$ cat src/rtl/ysyx_22050612_mem_arbiter_pkg.sv
// Shared types for the IFU/LSU memory-port arbiter: FSM states, owner
// encoding and default bus widths.
package ysyx_22050612_mem_arbiter_pkg;

  localparam int unsigned DEF_ADDR_W = 64;
  localparam int unsigned DEF_DATA_W = 64;

  typedef enum logic [1:0] {
    S_IDLE = 2'd0,
    S_REQ  = 2'd1,
    S_WAIT = 2'd2
  } arb_state_e;

  typedef enum logic {
    OWNER_IFU = 1'b0,
    OWNER_LSU = 1'b1
  } arb_owner_e;

endpackage

$ cat src/rtl/ysyx_22050612_arb_prio.sv
// Grant selection between IFU and LSU: the LSU normally wins, but after
// MAX_LSU_STREAK consecutive LSU grants with the IFU waiting, the IFU goes next.
module ysyx_22050612_arb_prio
  import ysyx_22050612_mem_arbiter_pkg::*;
#(
  parameter int unsigned MAX_LSU_STREAK = 4
) (
  input  logic clk,
  input  logic rst_n,
  input  logic ifu_valid,
  input  logic lsu_valid,
  input  logic accept,
  input  logic idle,
  output logic grant_ifu,
  output logic grant_lsu
);

  localparam int unsigned SW = $clog2(MAX_LSU_STREAK + 1);

  logic [SW-1:0] lsu_streak;
  logic          streak_full;

  assign streak_full = (lsu_streak == SW'(MAX_LSU_STREAK));

  always_comb begin
    grant_ifu = 1'b0;
    grant_lsu = 1'b0;
    if (idle) begin
      if (lsu_valid && !(ifu_valid && streak_full)) grant_lsu = 1'b1;
      else if (ifu_valid)                           grant_ifu = 1'b1;
    end
  end

  // Streak only grows while the IFU is actually being made to wait.
  always_ff @(posedge clk or negedge rst_n) begin
    if (!rst_n) begin
      lsu_streak <= '0;
    end else if (accept) begin
      if (grant_lsu && ifu_valid) begin
        if (!streak_full) lsu_streak <= lsu_streak + 1'b1;
      end else begin
        lsu_streak <= '0;
      end
    end
  end

endmodule

$ cat src/rtl/ysyx_22050612_mem_arbiter.sv
// Single-outstanding arbiter sharing one memory port between IFU reads and
// LSU reads/writes, with IFU starvation protection and a response timeout.
module ysyx_22050612_mem_arbiter
  import ysyx_22050612_mem_arbiter_pkg::*;
#(
  parameter int unsigned ADDR_W         = DEF_ADDR_W,
  parameter int unsigned DATA_W         = DEF_DATA_W,
  parameter int unsigned MAX_LSU_STREAK = 4,
  parameter int unsigned TIMEOUT_CYCLES = 255
) (
  input  logic                clk,
  input  logic                rst_n,
  input  logic                ifu_req_valid,
  output logic                ifu_req_ready,
  input  logic [ADDR_W-1:0]   ifu_addr,
  output logic                ifu_resp_valid,
  output logic                ifu_resp_err,
  output logic [DATA_W-1:0]   ifu_rdata,
  input  logic                lsu_req_valid,
  output logic                lsu_req_ready,
  input  logic [ADDR_W-1:0]   lsu_addr,
  input  logic                lsu_wen,
  input  logic [DATA_W-1:0]   lsu_wdata,
  input  logic [DATA_W/8-1:0] lsu_wmask,
  output logic                lsu_resp_valid,
  output logic                lsu_resp_err,
  output logic [DATA_W-1:0]   lsu_rdata,
  output logic                mem_req_valid,
  input  logic                mem_req_ready,
  output logic [ADDR_W-1:0]   mem_addr,
  output logic                mem_wen,
  output logic [DATA_W-1:0]   mem_wdata,
  output logic [DATA_W/8-1:0] mem_wmask,
  input  logic                mem_resp_valid,
  input  logic [DATA_W-1:0]   mem_rdata,
  output logic                busy,
  output logic                stray_resp
);

  localparam int unsigned MASK_W = DATA_W / 8;
  localparam int unsigned CNT_W  = $clog2(TIMEOUT_CYCLES + 1);

  arb_state_e          state, state_nxt;
  arb_owner_e          owner;
  logic [ADDR_W-1:0]   addr_q;
  logic                wen_q;
  logic [DATA_W-1:0]   wdata_q;
  logic [MASK_W-1:0]   wmask_q;
  logic [CNT_W-1:0]    wait_cnt;
  logic                grant_ifu, grant_lsu;
  logic                ifu_acc, lsu_acc, accept;
  logic                timed_out, resp_done, resp_err;

  ysyx_22050612_arb_prio #(
    .MAX_LSU_STREAK(MAX_LSU_STREAK)
  ) u_prio (
    .clk      (clk),
    .rst_n    (rst_n),
    .ifu_valid(ifu_req_valid),
    .lsu_valid(lsu_req_valid),
    .accept   (accept),
    .idle     (state == S_IDLE),
    .grant_ifu(grant_ifu),
    .grant_lsu(grant_lsu)
  );

  assign ifu_req_ready = grant_ifu;
  assign lsu_req_ready = grant_lsu;
  assign ifu_acc       = ifu_req_valid && ifu_req_ready;
  assign lsu_acc       = lsu_req_valid && lsu_req_ready;
  assign accept        = ifu_acc || lsu_acc;
  assign timed_out     = (wait_cnt == CNT_W'(TIMEOUT_CYCLES));

  always_comb begin
    state_nxt = state;
    resp_done = 1'b0;
    case (state)
      S_IDLE: if (accept) state_nxt = S_REQ;
      S_REQ:  if (mem_req_ready) state_nxt = S_WAIT;
      S_WAIT: begin
        if (mem_resp_valid || timed_out) begin
          resp_done = 1'b1;
          state_nxt = S_IDLE;
        end
      end
      default: state_nxt = S_IDLE;
    endcase
  end

  // A real response wins over a timeout landing in the same cycle.
  assign resp_err       = resp_done && !mem_resp_valid;
  assign ifu_resp_valid = resp_done && (owner == OWNER_IFU);
  assign lsu_resp_valid = resp_done && (owner == OWNER_LSU);
  assign ifu_resp_err   = ifu_resp_valid && resp_err;
  assign lsu_resp_err   = lsu_resp_valid && resp_err;
  assign ifu_rdata      = (ifu_resp_valid && !resp_err) ? mem_rdata : '0;
  assign lsu_rdata      = (lsu_resp_valid && !resp_err) ? mem_rdata : '0;

  assign mem_req_valid  = (state == S_REQ);
  assign mem_addr       = addr_q;
  assign mem_wen        = wen_q;
  assign mem_wdata      = wdata_q;
  assign mem_wmask      = wmask_q;
  assign busy           = (state != S_IDLE);

  always_ff @(posedge clk or negedge rst_n) begin
    if (!rst_n) begin
      state      <= S_IDLE;
      owner      <= OWNER_IFU;
      addr_q     <= '0;
      wen_q      <= 1'b0;
      wdata_q    <= '0;
      wmask_q    <= '0;
      wait_cnt   <= '0;
      stray_resp <= 1'b0;
    end else begin
      state <= state_nxt;
      if (accept) begin
        owner   <= lsu_acc ? OWNER_LSU : OWNER_IFU;
        addr_q  <= lsu_acc ? lsu_addr : ifu_addr;
        wen_q   <= lsu_acc && lsu_wen;
        wdata_q <= lsu_acc ? lsu_wdata : '0;
        wmask_q <= lsu_acc ? lsu_wmask : '0;
      end
      if (state == S_REQ)                     wait_cnt <= '0;
      else if (state == S_WAIT && !timed_out) wait_cnt <= wait_cnt + 1'b1;
      if (mem_resp_valid && state != S_WAIT) stray_resp <= 1'b1;
    end
  end

endmodule
$ cat config.mk
export PLATFORM = sky130hd
export DESIGN_NAME = ysyx_22050612_mem_arbiter
export DESIGN_NICKNAME = d
export VERILOG_FILES = /design/src/rtl/ysyx_22050612_mem_arbiter_pkg.sv /design/src/rtl/ysyx_22050612_arb_prio.sv /design/src/rtl/ysyx_22050612_mem_arbiter.sv
export SDC_FILE = /design/constraint.sdc
export NUM_CORES = 1
export LEC_CHECK = 0
export ABC_AREA = 1
export BUFFER_PORTS_ARGS = -buffer_cell sky130_fd_sc_hd__buf_4
export CORE_AREA = 2 2 212 214
export DETAILED_ROUTE_END_ITERATION = 16
export DIE_AREA = 0 0 214 216
export PLACE_DENSITY_LB_ADDON = 0.05
export SLEW_MARGIN = 20
export SYNTH_ARGS = -nofsm -noshare
export SYNTH_HDL_FRONTEND = slang
export SYNTH_SLANG_ARGS = --single-unit
$ cat constraint.sdc
create_clock -name clk -period 1.42 [get_ports clk]
set_input_delay 0.142 -clock clk [delete_from_list [all_inputs] [get_ports clk]]
set_output_delay 0.142 -clock clk [all_outputs]
set_load 0.01 [all_outputs]
==> load_flow_metrics.sql <==
INSERT INTO impl_metrics (metric_group, metric, value, unit) VALUES
('run_status', 'outcome', 'finished with violations', ''),
('run_status', 'failed_checks', 'setup timing', ''),
('run', 'max_cap_violation_count', '0', ''),
('yosys', 'synthTopCellsByArea', 'sky130_fd_sc_hd__dfrtp_1 51%, sky130_fd_sc_hd__nor2_1 10%, sky130_fd_sc_hd__a22o_1 8.6%', ''),
('sta', 'fmax', '0.533', 'GHz'),
('cells_and_area', 'final_design_area_no_fill', '18200', 'um^2'),
('yosys', 'yosysTopAreaCellShare', '0.510', ''),
('yosys', 'synth_cell_types', '31', ''),
('clocking', 'clock_sinks', '152', ''),
('die', 'total_die_area', '46200', 'um^2'),
('cells_and_area', 'layout.nets', '2043', ''),
('yosys', 'synth-edff-count', '0', ''),
('sta', 'finalSetupViolations', '280', ''),
('detailed_routing', 'drt-initial-drc-count', '514', ''),
('sta', 'worst_pin_slew', '0.384', 'ns'),
('place', 'placed_area', '12800', 'um^2'),
('cells_and_area', 'final_util', '0.415', ''),
('place', 'place.gp.congestion', '0.889', ''),
('detailed_routing', 'drt_pass1_iterations', '5', ''),
('worst_setup_path', 'critPathLaunch', 'owner$_DFFE_PN0P_', ''),
('yosys', 'synth-async-reset-ratio', '1.00', ''),
('yosys', 'synthesis_warning_total', '0', ''),
('grt', 'grt_overflow_total', '0', ''),
('sta', 'timing_max_transition_violations_final', '0', ''),
('grt', 'grt_pass1_vias', '9500', ''),
('yosys', 'netlist_instances', '922', ''),
('grt', 'grt_max_degree', '60', ''),
('die', 'die-width', '214', 'um'),
('yosys', 'cell_type_contributing_the_most_total_cell_area_after_synthesis', 'sky130_fd_sc_hd__dfrtp_1', ''),
('worst_setup_path', 'arrival', '1.74', 'ns'),
('cells_and_area', 'mostFrequentLayoutCells', '505 x sky130_fd_sc_hd__buf_4, 188 x sky130_fd_sc_hd__dlygate4sd3_1, 165 x sky130_fd_sc_hd__inv_1', ''),
('grt', 'antenna_violations_before_repair', '5', ''),
('grt', 'grt_first_pass_wirelength', '63000', 'um'),
('die', 'placementRows', '77', ''),
('worst_setup_path', 'critical_path_class', 'register to output port', ''),
('power', 'power.density_cell_area', '1580', 'nW/um^2'),
('worst_setup_path', 'endpoint_kind', 'output port', ''),
('cells_and_area', 'drive_above_1_share', '0.516', ''),
('worst_setup_path', 'worstReg2RegStart', 'state[1]$_DFFE_PN0P_', ''),
('yosys', 'synth_ff_type', 'sky130_fd_sc_hd__dfrtp_1', ''),
('clocking', 'cts_tree', 'built', ''),
('sta', 'fin_crit', '1.88', 'ns'),
('yosys', 'post_synth_instance_area', '7460', 'um^2'),
('die', 'fp.dieH', '216', 'um'),
('sta', 'slew-limit-headroom', '0.743', ''),
('hold_path', 'hp-class', 'input port to register', ''),
('clocking', 'cts.htree.levels', '4', ''),
('detailed_routing', 'drc', '0', ''),
('yosys', 'ys_seq_elements', '152', ''),
('sta', 'timing_hold_violations_final', '0', ''),
('cells_and_area', 'nFillCells', '4441', ''),
('grt', 'grt_use_total', '0.182', ''),
('yosys', 'synth-seq-area-share', '0.510', ''),
('sta', 'final.setup_skew', '0.00723', 'ns'),
('clocking', 'clock_transition_at_the_register_clock_pins_on_the_worst_setup_and_hold_paths_after_cts', '0.06', 'ns'),
('clocking', 'clockRootBuffer', 'sky130_fd_sc_hd__clkbuf_16', ''),
('die', 'start_util', '0.170', ''),
('clocking', 'cts.path.max_buffers', '2', ''),
('cells_and_area', 'seq_area', '3800', 'um^2'),
('detailed_routing', 'vias', '9554', ''),
('worst_setup_path', 'cp_data_required_time', '1.28', 'ns'),
('die', 'core_area', '43800', 'um^2'),
('detailed_routing', 'wirelength', '49100', 'um'),
('power', 'power.ir.vdd_worst', '0.779', 'mV'),
('sta', 'finalWorstSetupSlack', '-0.457', 'ns'),
('detailed_routing', 'ant_nets', '0', ''),
('cells_and_area', 'layout-area-overhead-vs-synth', '144', '%'),
('sta', 'period_share', '1.32', ''),
('power', 'leakagePower', '0.00913', 'uW'),
('place', 'dp_cells', '2072', ''),
('worst_setup_path', 'critPathLaunchType', 'register', '');
## per-stage QoR
step | hold slack [ns] | setup slack (ns) | total power [uW] | setup TNS, ns
2_1_floorplan | -0.154 | -0.00390 | 12500 | -0.171
3_3_place_gp | 0.0455 | -0.199 | 19300 | -15.44
3_5_place_dp | 0.0508 | -0.226 | 19200 | -17.18
4_1_cts | 0.00000291 | -0.450 | 25600 | -86.71
5_1_grt | 0.0243 | -0.533 | 30500 | -101.86
6_report | 0.0274 | -0.457 | 28800 | -82.26
## sequential cells by signal, summed over array words and instances, names as in the netlist
signal	flops
mem_addr	64
mem_wdata	64
mem_wen	1
mem_wmask	8
owner	1
state	2
stray_resp	1
u_prio.lsu_streak	3
wait_cnt	8
## metal layers
layer / global-route usage / part of all wire / routed length [um] / vias up
met1: 0.242 / 0.47 / 22900 / 4639
met2: 0.298 / 0.48 / 23400 / 273
met5: 0 / 0.00077 / 38 / -
met3: 0.0427 / 0.043 / 2110 / 44
li1: - / - / - / 4592
met4: 0.0434 / 0.014 / 670 / 6
## path summary, 6_finish.rpt
| check | end | slack, ns |
|---|---|---|
| worst min register to register | stray_resp$_DFFE_PN0P_ | 0.50 |
| max in group asynchronous | mem_wdata[44]$_DFFE_PN0P_ | 0.72 |
| worst max register to register | mem_addr[20]$_DFFE_PN0P_ | -0.30 |
| worst max-delay path | ifu_rdata[48] | -0.46 |
| min in group asynchronous | mem_wdata[38]$_DFFE_PN0P_ | 0.15 |
| worst min-delay path | mem_addr[61]$_DFFE_PN0P_ | 0.03 |
## layout make-up
| class | count | share of cell area |
|---|---|---|
| Multi-Input combinational cell | 545 | 0.212 |
| Antenna cell | 1 | 0.000137 |
| Tap cell | 592 | 0.0407 |
| Clock inverter | 8 | 0.00660 |
| Sequential cell | 152 | 0.209 |
| Timing Repair Buffer | 879 | 0.469 |
| Clock buffer | 23 | 0.0263 |
| Inverter | 174 | 0.0363 |
## logic make-up (layout without fill, tap and decap cells)
logic type      count (synthesis)  in the layout  share of synthesized area
buf+inv                       226           1084                      0.125
fa+ha+maj                       3              3                    0.00503
compound gates                149            149                      0.139
flops                         152            152                      0.510
other cells                     0              1                          0
xor+xnor                        3              3                    0.00352
simple gates                  389            390                      0.218
## power breakdown
group          internal [uW]  switching [uW]  total [uW]
Sequential              6170            1050        7220
Combinational           8610            8120       16700
Clock                   2890            1930        4820
Total                  17700           11100       28800
## cells in the mapped netlist (2+ instances only)
| master | number |
|---|---|
| sky130_fd_sc_hd__nor2_1 | 200 |
| sky130_fd_sc_hd__inv_1 | 168 |
| sky130_fd_sc_hd__dfrtp_1 | 152 |
| sky130_fd_sc_hd__nand2_1 | 107 |
| sky130_fd_sc_hd__a22o_1 | 73 |
| sky130_fd_sc_hd__o21ai_0 | 59 |
| sky130_fd_sc_hd__nor3_1 | 38 |
| sky130_fd_sc_hd__buf_2 | 25 |
| sky130_fd_sc_hd__clkbuf_1 | 18 |
| sky130_fd_sc_hd__or2_1 | 18 |
| sky130_fd_sc_hd__o21ai_1 | 11 |
| sky130_fd_sc_hd__nand3_1 | 7 |
| sky130_fd_sc_hd__or2_2 | 7 |
| sky130_fd_sc_hd__buf_6 | 5 |
| sky130_fd_sc_hd__nand4_1 | 5 |
| sky130_fd_sc_hd__inv_2 | 4 |
| sky130_fd_sc_hd__buf_4 | 3 |
| sky130_fd_sc_hd__ha_1 | 3 |
| sky130_fd_sc_hd__clkinv_1 | 2 |
| sky130_fd_sc_hd__nand2_4 | 2 |
| sky130_fd_sc_hd__nor2_2 | 2 |
| sky130_fd_sc_hd__nor2_4 | 2 |
| sky130_fd_sc_hd__o21bai_1 | 2 |
| sky130_fd_sc_hd__xor2_1 | 2 |
## what timing repair did
| action | in CTS | in global routing |
|---|---|---|
| endpoints found under the hold margin | 291 | 0 |
| cloned | 7 | 38 |
| pin swaps | 11 | 20 |
| hold buffers | 188 | 0 |
| gates resized for setup | 120 | 341 |
| endpoints found under the setup margin | 264 | 286 |
| setup buffers | 25 | 18 |
## critical path, cell delays in order, from the launching register on
cell and delay [ns]:
sky130_fd_sc_hd__dfrtp_1 0.39, sky130_fd_sc_hd__inv_1 0.08, sky130_fd_sc_hd__nand4_1 0.09, sky130_fd_sc_hd__buf_6 0.18
sky130_fd_sc_hd__buf_12 0.14, sky130_fd_sc_hd__clkbuf_16 0.17, sky130_fd_sc_hd__nor2_4 0.11, sky130_fd_sc_hd__buf_6 0.11
No activity file was read; power rests on OpenSTA's default activity.
